===== config.mk =====
export PLATFORM = sky130hd
export DESIGN_NAME = me_mem_arb
export DESIGN_NICKNAME = d
export VERILOG_FILES = /design/src/rtl/me_mem_arb.sv
export SDC_FILE = /design/constraint.sdc
export NUM_CORES = 1
export LEC_CHECK = 0
export ABC_AREA = 1
export BUFFER_PORTS_ARGS = -buffer_cell sky130_fd_sc_hd__buf_2
export CAP_MARGIN = 25
export CORE_MARGIN = 3
export CORE_UTILIZATION = 40
export DETAILED_ROUTE_END_ITERATION = 16
export HOLD_SLACK_MARGIN = 0.08
export PLACE_DENSITY = 0.87
export SLEW_MARGIN = 20
export SYNTH_ARGS = -nofsm -noshare
export SYNTH_HDL_FRONTEND = slang
export SYNTH_SLANG_ARGS = --single-unit

===== constraint.sdc =====
create_clock -name clk -period 3.3 [get_ports clk]
set_input_delay 0.33 -clock clk [delete_from_list [all_inputs] [get_ports clk]]
set_output_delay 0.33 -clock clk [all_outputs]
set_load 0.01 [all_outputs]

===== src/rtl/me_mem_arb.sv =====
// Round-robin burst arbiter sharing the reference-frame memory read port between
// the search-window fill (requester 0) and the current-block fill (requester 1).
module me_mem_arb #(
  parameter int unsigned ADDR_W = 32,
  parameter int unsigned DATA_W = 64,
  parameter int unsigned LEN_W  = 8,
  parameter int unsigned RD_LAT = 1
) (
  input  logic              clk,
  input  logic              rst,
  input  logic              req0_valid,
  input  logic [ADDR_W-1:0] req0_addr,
  input  logic [LEN_W-1:0]  req0_len,
  output logic              req0_ready,
  input  logic              req1_valid,
  input  logic [ADDR_W-1:0] req1_addr,
  input  logic [LEN_W-1:0]  req1_len,
  output logic              req1_ready,
  output logic              mem_en,
  output logic [ADDR_W-1:0] mem_addr,
  input  logic [DATA_W-1:0] mem_data,
  output logic              rd0_valid,
  output logic              rd0_last,
  output logic              rd1_valid,
  output logic              rd1_last,
  output logic [DATA_W-1:0] rd_data,
  output logic              busy,
  output logic              owner
);

  typedef enum logic {
    IDLE  = 1'b0,
    BURST = 1'b1
  } state_e;

  state_e              state_q, state_d;
  logic [ADDR_W-1:0]   addr_q, addr_d;
  logic [LEN_W-1:0]    cnt_q, cnt_d;
  logic                owner_q, owner_d;
  logic                mem_en_q, mem_en_d;
  logic                last_q, last_d;
  logic                sel;
  logic [LEN_W-1:0]    len_sel;

  // Per-owner return pipelines: one stage per cycle of memory read latency.
  logic [RD_LAT-1:0]   v0_q, v1_q, l0_q, l1_q;

  // Next-state, grant and address sequencing; cnt counts words left after the current one.
  always_comb begin
    state_d    = state_q;
    addr_d     = addr_q;
    cnt_d      = cnt_q;
    owner_d    = owner_q;
    mem_en_d   = 1'b0;
    last_d     = 1'b0;
    req0_ready = 1'b0;
    req1_ready = 1'b0;
    sel        = (req0_valid && req1_valid) ? ~owner_q : req1_valid;
    len_sel    = sel ? req1_len : req0_len;

    case (state_q)
      IDLE: begin
        if (!rst && (req0_valid || req1_valid)) begin
          req0_ready = ~sel;
          req1_ready = sel;
          owner_d    = sel;
          addr_d     = sel ? req1_addr : req0_addr;
          cnt_d      = len_sel - LEN_W'(1);
          last_d     = (len_sel == LEN_W'(1));
          mem_en_d   = 1'b1;
          state_d    = BURST;
        end
      end
      BURST: begin
        if (cnt_q == '0) begin
          state_d = IDLE;
        end else begin
          addr_d   = addr_q + ADDR_W'(1);
          cnt_d    = cnt_q - LEN_W'(1);
          last_d   = (cnt_q == LEN_W'(1));
          mem_en_d = 1'b1;
        end
      end
      default: state_d = IDLE;
    endcase
  end

  // State, issue registers and return-tag shift registers.
  always_ff @(posedge clk) begin
    if (rst) begin
      state_q  <= IDLE;
      addr_q   <= '0;
      cnt_q    <= '0;
      owner_q  <= 1'b1;
      mem_en_q <= 1'b0;
      last_q   <= 1'b0;
      v0_q     <= '0;
      v1_q     <= '0;
      l0_q     <= '0;
      l1_q     <= '0;
    end else begin
      state_q  <= state_d;
      addr_q   <= addr_d;
      cnt_q    <= cnt_d;
      owner_q  <= owner_d;
      mem_en_q <= mem_en_d;
      last_q   <= last_d;
      for (int i = RD_LAT - 1; i > 0; i--) begin
        v0_q[i] <= v0_q[i-1];
        v1_q[i] <= v1_q[i-1];
        l0_q[i] <= l0_q[i-1];
        l1_q[i] <= l1_q[i-1];
      end
      v0_q[0] <= mem_en_q & ~owner_q;
      v1_q[0] <= mem_en_q & owner_q;
      l0_q[0] <= mem_en_q & ~owner_q & last_q;
      l1_q[0] <= mem_en_q & owner_q & last_q;
    end
  end

  assign mem_en    = mem_en_q;
  assign mem_addr  = addr_q;
  assign owner     = owner_q;
  assign rd0_valid = v0_q[RD_LAT-1];
  assign rd1_valid = v1_q[RD_LAT-1];
  assign rd0_last  = l0_q[RD_LAT-1];
  assign rd1_last  = l1_q[RD_LAT-1];
  assign rd_data   = mem_data;
  assign busy      = (state_q == BURST) || (|v0_q) || (|v1_q);

endmodule

==> out/metrics.csv, run 1 <==
metric;value;unit
run_status;finished, final reports clean;
n_antenna_cell;0;
hold_buffers;0;
finalHoldViolations;0;
grt_pass1_wl;19.5;mm
worstSetupPathDepth;5;
nFillCells;1089;
cts_made_buffers;5;
crit_required;2970;ps
syn_inst;705;
arrival;2050;ps
switchingPower;0.764;mW
finalSetupTns;0;ps
p_int;1.07;mW
synth_nets;859;
antenna_left;0;
clkSinkCount;47;
drv_slew;0;
cts_tree;built;
ir_drop;0.000195;V
routabilityCongestion;0.950;
p_per_area;408;nW/um^2
period_minus_slack;2380;ps
ys_seq_elements;47;
drt_iter0_drc;303;
rr_endpoint;mem_addr[4];
routedWlPerCell;13.7;um
switching_share;41.7;%
cts-root-buf;clkbuf_8;
yosys-top-cells-count;142 x nand2_1, 131 x nor2_1, 66 x o21ai_0;
worstMarginPinSlew;760;ps
die_x;109;um
synth_flop_cell;dfxtp_1;
die_h;109;um
finalWirelength;12.1;mm
clock_skew;6.06;ps
rrSetupSlack;1190;ps
yosysTopAreaCell;dfxtp_1;
first_pass_iters;5;
multiInputGateArea;2460;sq um
core_area;10000;sq um
syn_to_final_growth;6.27;%
p_total;1.83;mW
endpoint_kind;output port;
ys_warn_count;0;
critical_path.startpoint_type;register;
netlist_area;4230;sq um
cp_slowest_cell;dfxtp_1;
hold_path.startpoint;rst;
hpwl;9.23;mm
avgSynthCellArea;6.00;sq um
drc;0;
p_leak;2.04;nW
register_area;941;sq um
comb_power_share;39.8;%
maxCapViolations;0;
synth_area_leaders;dfxtp_1 22%, nand2_1 13%, nor2_1 12%;
cts_setup_buffers;0;
clockBufferDepth;2;
grt_setup_unrepaired;false;
vias;4477;
max_stage_delay;450;ps
critical_path_class;register to output port;
max_freq;0.420;GHz
seq_power_share;41.8;%
clk_pin_slew;90;ps
layout.nets;903;
crit_end;req0_ready;
synth-async-reset-ratio;0;%
antenna_found_initial;0;
max-slew-margin-rel;49.3;%
pwr-share-clk;18.4;%
rr_worst_depth;8;
synth_edf_count;0;
r2r_start;cnt_q[0];
port_buffers;124;
critPathLaunch;owner;
cp_top_family;simple AND/OR/NAND/NOR gates;
crit_buf_inv;2;
finalSetupViolations;0;
htree_levels;2;
synth_cell_type_count;38;
yosysMostFrequentCell;nand2_1;
timing.final.crit_share;72.1;%
pin_count;253;
grt_max_degree;43;
grt_overflow;0;
path_common_cell;nand2_4;
fin_util;44.8;%
vias_per_cell;5.08;
initial_core_util;42.1;%
hp-class;primary input to register;
placementRows;36;
cts_resized;0;
die_area;11900;sq um
crit_chain;nand2_4 > nand2_4 > inv_2 > nor2_1 > buf_2;
synth_top_cell_area_share;22.2;%
insertion_delay;300;ps
drive_above_1_share;24.1;%
grtUsageTotal;20.3;%
grt_pass1_vias;4040;
synth_seq_area_share;22.2;%
cp_max_fo;42;
power groups by stage:
stage / Sequential (mW) / Combinational (mW) / Clock, mW
finish: 0.766 / 0.730 / 0.337
global route: 0.783 / 0.834 / 0.368
CTS: 0.764 / 0.728 / 0.344
detailed placement: 0.777 / 0.726 / 0
global placement: 0.774 / 0.713 / 0
floorplan: 0.785 / 0.557 / 0
sequential cells by signal (all words and copies together), names as in the netlist:
signal     count
rd1_valid      1
owner          1
mem_addr      32
last_q         1
rd1_last       1
mem_en         1
cnt_q          8
rd0_last       1
rd0_valid      1
how the worst min path moves through the flow:
stage	slack (ps)	cells past startpoint	to
2_1_floorplan	400	1	last_q
3_3_place_gp	430	2	rd0_last
3_5_place_dp	430	2	rd1_last
4_1_cts	260	2	last_q
5_1_grt	260	2	rd1_last
6_report	260	2	last_q
layout by cell type, fill, tap and decap left out:
cell and instances:
a21oi_1 39, a21oi_2 4, a31oi_1 1, buf_2 124, buf_4 4, buf_8 1
clkbuf_1 1, clkbuf_8 5, dfxtp_1 47, ha_1 6, inv_1 40, inv_2 11
nand2_1 142, nand2_2 8, nand2_4 4, nand3_1 32, nand3_2 3, nand3b_1 12
nand4_1 2, nor2_1 131, nor2_2 8, nor2_4 1, nor3_1 10, nor3_2 3
nor4_1 2, o211ai_1 1, o211ai_2 1, o21a_1 1, o21ai_0 66, o21ai_1 23
o21ai_2 1, o21bai_1 2, o22ai_1 4, o31ai_1 1, or2_2 2, or3_1 1
xor2_1 4
kinds of logic (layout without fill, tap and decap cells):
logic type	count (synthesis)	after routing	share of synthesized area [%]
flip-flops	47	47	22.2
AO/OA/AOI/OAI	144	144	18.1
buffers and inverters	143	186	19.6
adder cells (fa/ha/maj)	6	6	1.77
AND/OR/NAND/NOR	361	361	37.5
XOR/XNOR	4	4	0.828
stage by stage:
stage               hold slack (ps)  cell area (sq um)  cells  setup slack, ps
global placement                432               4410    874             1020
CTS                             255               4480    880              908
detailed placement              431               4410    874              964
finish                          261               4500    881              922
global route                    258               4500    881              762
floorplan                       399               4230    705             1710
per-layer routing:
| layer | share of wire [%] | track usage [%] | wire length, um | up-vias |
|---|---|---|---|---|
| li1 | - | - | - | 2299 |
| met1 | 45 | 27.3 | 5400 | 1993 |
| met2 | 46 | 32.7 | 5530 | 162 |
| met3 | 7.8 | 4.32 | 937 | 23 |
| met4 | 1.7 | 5.50 | 211 | 0 |
| met5 | 0 | 0 | 0 | - |
cell type report:
cell class | count | area share (%)
clock buffer | 6 | 1.61
inverter | 51 | 4.26
tap | 133 | 3.70
timing repair buffer | 129 | 14.8
sequential | 47 | 20.9
multi-input combinational | 515 | 54.7
Note: power is estimated with default switching activity, not from simulation.
==> inputs of run 2 (changes only) <==
Settings changed: ABC_AREA 1 to 0, PLACE_DENSITY 0.87 to 0.88.
Clock period 3.3 ns to 2.4 ns, I/O delays scaled along.
==> run 2 against run 1 <==
Against the previous run:
- via count decreased by 5.8%
- largest power group unchanged
- global-route usage down 0.087 points
- sequential power is 36% higher
- non-clock buffer count is 10 higher
- critical path depth rose by 1
- routed wire length is 0.38% lower
- critical path type is now register to register
==> out/metrics.csv, run 2 <==
metric;value;unit;change
netlist_area;4000;sq um;-5.5%
synth_edf_count;0;;unchanged
critical_path_class;register to register;;
final_common_cell;buf_2;;
largest_register_ffs;32;;unchanged
antenna_found_initial;1;;+1
pwr-share-clk;26.2;%;+7.8 points
finalHoldViolations;0;;unchanged
first_pass_iters;7;;+2
htree_levels;2;;unchanged
syn_inst;554;;-21%
max-slew-margin-rel;55.8;%;+6.5 points
vias;4217;;-5.8%
p_leak;1.87;nW;-8.1%
cts-root-buf;clkbuf_8;;
antenna_left;0;;unchanged
comb_power_share;35.1;%;-4.7 points
cp_max_fo;7;;-83%
clock_skew;7.41;ps;+1.34 ps
run_status;finished, final reports clean;;
layout_common_cells;124 x buf_2, 87 x nand2_1, 48 x a21oi_1;;
grtUsageTotal;20.2;%;-0.087 points
synth_top_family_by_area;simple AND/OR/NAND/NOR gates;;
layout.nets;753;;-17%
synth_area_leaders;dfxtp_1 24%, buf_4 13%, nand2_1 8.2%;;
placementRows;35;;-2.8%
n_antenna_cell;0;;unchanged
grt_setup_unrepaired;false;;
synth-async-reset-ratio;0;%;unchanged
switching_share;37.2;%;-4.5 points
insertion_delay;310;ps;about the same
syn_to_final_growth;9.07;%;
p_per_area;615;nW/um^2;+51%
synth.area.mux_share;4.00;%;+4.0 points
clk_pin_slew;90;ps;about the same
drt_iter0_drc;395;;+30%
synth_fa_ha_area_share;1.88;%;+0.10 points
hp-class;primary input to register;;
crit_required;2650;ps;-320 ps
worstMarginPinSlew;661;ps;-98.4 ps
ys_warn_count;0;;unchanged
die_area;11200;sq um;-5.2%
synth_seq_area_share;23.5;%;+1.3 points
hold_depth;5;;+3
holdWs;281;ps;+20.2 ps
switchingPower;0.998;mW;+31%
fin_util;46.1;%;+1.4 points
hold_buffers;0;;unchanged
yosysTopAreaCell;dfxtp_1;;
grt_overflow;0;;unchanged
ys_seq_elements;47;;unchanged
clkSinkCount;47;;unchanged
synth_top_cell_area_share;23.5;%;+1.3 points
synth_nets;708;;-18%
p_int;1.69;mW;+58%
drc;0;;unchanged
synth_compound_area_share;24.0;%;+6.0 points
cts_resized;0;;unchanged
finalSetupViolations;0;;unchanged
die_x;106;um;-2.6%
maxCapViolations;0;;unchanged
grt_pass1_vias;3856;;-4.6%
vias_per_cell;5.78;;+14%
timing.final.crit_share;85.2;%;
port_buffers;124;;unchanged
grt_max_degree;55;;+28%
finalWirelength;12.0;mm;-0.38%
hpwl;8.80;mm;-4.6%
yosysMostFrequentCell;nand2_1;;
grt_pass1_wl;18.9;mm;-3.1%
avgSynthCellArea;7.22;sq um;+20%
initial_core_util;42.3;%;+0.16 points
pin_count;253;;unchanged
timing.final.ws_setup;356;ps;-566 ps
cts_tree;built;;
synthXorXnorAreaFrac;1.09;%;+0.27 points
routabilityCongestion;0.885;;-6.8%
clockBufferDepth;2;;unchanged
arrival;2290;ps;+240 ps
endpoint_kind;register;;
finalSetupTns;0;ps;unchanged
critical_path.startpoint_type;register;;
period_minus_slack;2040;ps;
max_freq;0.489;GHz;
ir_drop;0.000330;V;+69%
die_h;106;um;-2.6%
seq_power_share;38.7;%;-3.1 points
rr_worst_depth;6;;-2
drive_above_1_share;27.8;%;+3.8 points
dp_slack;391;ps;-573 ps
yosys.area_share.simple;27.7;%;-9.7 points
core_area;9460;sq um;-5.8%
cts_made_buffers;5;;unchanged
synth_flop_cell;dfxtp_1;;
drv_slew;0;;unchanged
synth_cell_type_count;74;;+95%
routedWlPerCell;16.5;um;+20%
cts_setup_buffers;0;;unchanged
yosys-top-cells-count;87 x nand2_1, 67 x buf_4, 48 x a21oi_1;;
run 2: cell count changes after synthesis, moves of 9 or more:
cell      previous run  this run
nand2_1            142        87
nor4_1               2        11
a211oi_1             0        11
nor2_1             131        29
inv_2               11         1
nand3b_1            12         1
o21ai_1             23         1
o21ai_0             66        32
a21oi_1             39        48
nand3_1             32        22
inv_1               40        10
nor3_1              10        20
mux2i_1              0        16
run 2: logic make-up after synthesis:
family                     after synthesis
xor gates and xnor gates                 5
muxes                                   16
buffers and inverters                  113
DFF                                     47
adders and majority gates                6
and+or+nand+nor                        217
AOI/OAI and AO/OA                      150
run 2: path summary, 6_finish.rpt:
path                               startpoint            to  slack, ps
worst min register to register    mem_addr[6]   mem_addr[6]        470
worst max register to register    mem_addr[0]  mem_addr[28]        360
worst max-delay path              mem_addr[0]  mem_addr[28]        360
worst min-delay path            req1_addr[26]  mem_addr[26]        280
run 2: layout make-up:
class | instances | area (sq um)
clock buffers | 6 | 72.6
clock inverters | 2 | 60.1
fillers | 942 | 5090
inverters | 12 | 45.0
multi-input cells | 394 | 2350
flip-flops and latches | 47 | 942
well taps | 129 | 161
repair buffers | 139 | 733
run 2: stage by stage:
stage	power, mW	std cells	cell area, sq um
detailed placement	1.98	721	4230
CTS	2.68	729	4360
global placement	1.96	721	4230
finish	2.68	729	4360
floorplan	1.75	554	4000
global route	2.84	729	4360
run 2: metal layers:
layer | wire (um) | track usage [%] | vias up
met1 | 4930 | 25.2 | 1932
met5 | 13 | 0 | -
met4 | 412 | 9.07 | 2
met3 | 899 | 4.07 | 53
li1 | - | - | 2032
met2 | 5770 | 33.5 | 198
run 2: power by group through the flow:
stage	sequential (mW)	clock (mW)	combinational (mW)
floorplan	1.06	0	0.690
global placement	1.04	0	0.918
detailed placement	1.05	0	0.933
CTS	1.03	0.707	0.938
global route	1.06	0.736	1.05
finish	1.04	0.703	0.942
run 2: critical path, cell delays in order, from the launching register on:
cell	delay, ps
dfxtp_1	450
ha_1	240
and4_2	340
and2_1	270
nand2_1	160
o41ai_1	300
o311a_1	230
==> inputs of run 3 (changes only) <==
Clock period 2.4 ns to 2.6 ns, I/O delays scaled along.
==> run 3 against run 2 <==
Against the previous run:
- die area stayed put
- critical path depth is 1 higher
- non-clock buffer count is 3 lower
- largest power group unchanged
- sequential share of layout area is 0.26 points higher
- maximum frequency is 4.7% lower
- final cell count is 0.55% lower
- sequential cell count stayed put
- register-to-register slack better by 100 ps
- routed wire length is 2.6% lower
- hold slack better by 60 ps
- cell area is 1.2% lower
==> out/metrics.csv, run 3 (synthesized netlist as in run 2, its figures left out) <==
metric;value;unit;change
worstSetupPathDepth;7;;+1
cts_resized;0;;unchanged
finalWirelength;11.7;mm;-2.6%
cp_max_fo;17;;+10
initial_core_util;42.3;%;unchanged
routabilityCongestion;0.920;;+3.9%
layout_common_cells;124 x buf_2, 87 x nand2_1, 48 x a21oi_1;;
largest_register_ffs;32;;unchanged
multiInputGateArea;2350;sq um;unchanged
antenna_found_initial;1;;unchanged
grt_overflow;0;;unchanged
n_antenna_cell;0;;unchanged
drive_above_1_share;27.3;%;-0.48 points
drt_iter0_drc;307;;-22%
run_status;finished, final reports clean;;
max_stage_delay;400;ps;-50 ps
clockBufferDepth;2;;unchanged
vias_per_cell;5.83;;+0.81%
ir_drop;0.000233;V;-29%
cp_top_family;compound AO/OA/AOI/OAI gates;;
seq_power_share;40.9;%;+2.2 points
grt_pass1_wl;18.7;mm;-0.88%
hp-class;primary input to register;;
nFillCells;973;;+3.3%
layout.nets;750;;-0.40%
crit_required;2810;ps;+160 ps
placementRows;35;;unchanged
hold_depth;5;;unchanged
cts_tree;built;;
endpoint_kind;register;;
dp_slack;481;ps;+90.7 ps
dp.cells;718;;-0.42%
p_int;1.44;mW;-14%
clock_skew;8.12;ps;+0.709 ps
core_area;9460;sq um;unchanged
grt_setup_unrepaired;false;;
fin_cells;725;;-0.55%
finalSetupViolations;0;;unchanged
clkSinkCount;47;;unchanged
routedWlPerCell;16.2;um;-2.1%
vias;4228;;+0.26%
grt_pass1_vias;3809;;-1.2%
insertion_delay;300;ps;about the same
maxCapViolations;0;;unchanged
p_leak;1.84;nW;-1.6%
worstMarginPinSlew;628;ps;-33.8 ps
cts-root-buf;clkbuf_8;;
rr_worst_depth;7;;+1
p_per_area;542;nW/um^2;-12%
switchingPower;0.894;mW;-10%
die_h;106;um;unchanged
grt_max_degree;61;;+11%
syn_to_final_growth;7.75;%;
crit_buf_inv;2;;+2
grtUsageTotal;19.7;%;-0.46 points
comb_power_share;36.5;%;+1.4 points
pin_count;253;;unchanged
finalSetupTns;0;ps;unchanged
p_total;2.34;mW;-13%
cts_setup_buffers;0;;unchanged
port_buffers;124;;unchanged
max-slew-margin-rel;58.1;%;+2.3 points
timing.final.crit_share;82.5;%;-2.7 points
hpwl;8.62;mm;-2.1%
switching_share;38.3;%;+1.1 points
crit_chain;inv_1 > ha_1 > a31o_1 > nand2_2 > buf_4 > a21oi_1 > a211oi_1;;
die_area;11200;sq um;unchanged
drv_slew;0;;unchanged
period_minus_slack;2140;ps;+100 ps
finalHoldViolations;0;;unchanged
hold_buffers;0;;unchanged
antenna_left;0;;unchanged
first_pass_iters;5;;-2
timing.final.ws_setup;456;ps;+99.9 ps
register_area;942;sq um;unchanged
final_common_cell;buf_2;;
max_freq;0.466;GHz;-4.7%
drc;0;;unchanged
cp_slowest_cell;dfxtp_1;;
cts_made_buffers;5;;unchanged
clk_pin_slew;90;ps;about the same
critical_path_class;register to register;;
fin_util;45.6;%;-0.56 points
die_x;106;um;unchanged
critical_path.startpoint_type;register;;
arrival;2360;ps;+70 ps
pwr-share-clk;22.6;%;-3.6 points
htree_levels;2;;unchanged
run 3: worst reg2reg max path, stage by stage, from the launching register on:
cell and delay (ps):
dfxtp_1 400, inv_1 110, ha_1 260, a31o_1 320
nand2_2 360, buf_4 290, a21oi_1 90, a211oi_1 220
run 3: final timing paths:
| check | startpoint | endpoint | slack, ps |
|---|---|---|---|
| setup reg to reg | cnt_q[0] | mem_addr[4] | 460 |
| hold reg to reg | last_q | rd1_last | 490 |
| hold / removal | req0_addr[26] | mem_addr[26] | 340 |
| setup / recovery | cnt_q[0] | mem_addr[4] | 460 |
run 3: layout make-up:
cell class,count,share of cell area (%)
Tap cell,129,3.74
Clock buffer,6,1.68
Clock inverter,1,0.696
Timing Repair Buffer,136,16.5
Multi-Input combinational cell,394,54.5
Sequential cell,47,21.9
Inverter,12,1.04
run 3: layer usage:
layer	GRT usage [%]	up-vias	part of all wire (%)
li1	-	2022	-
met1	25.0	1916	40
met2	32.8	239	48
met5	0	-	0.11
met3	3.95	49	8.9
met4	7.77	2	2.9
run 3: power by group through the flow:
stage	clock [mW]	sequential (mW)	combinational, mW
finish	0.528	0.956	0.851
detailed placement	0	0.967	0.847
global placement	0	0.964	0.836
floorplan	0	0.974	0.637
global route	0.562	0.972	0.947
CTS	0.533	0.952	0.852
run 3: per-stage QoR:
stage	hold WS, ps	area (sq um)
2_1_floorplan	450	4000
3_3_place_gp	461	4210
3_5_place_dp	473	4210
4_1_cts	343	4310
5_1_grt	360	4310
6_report	341	4310
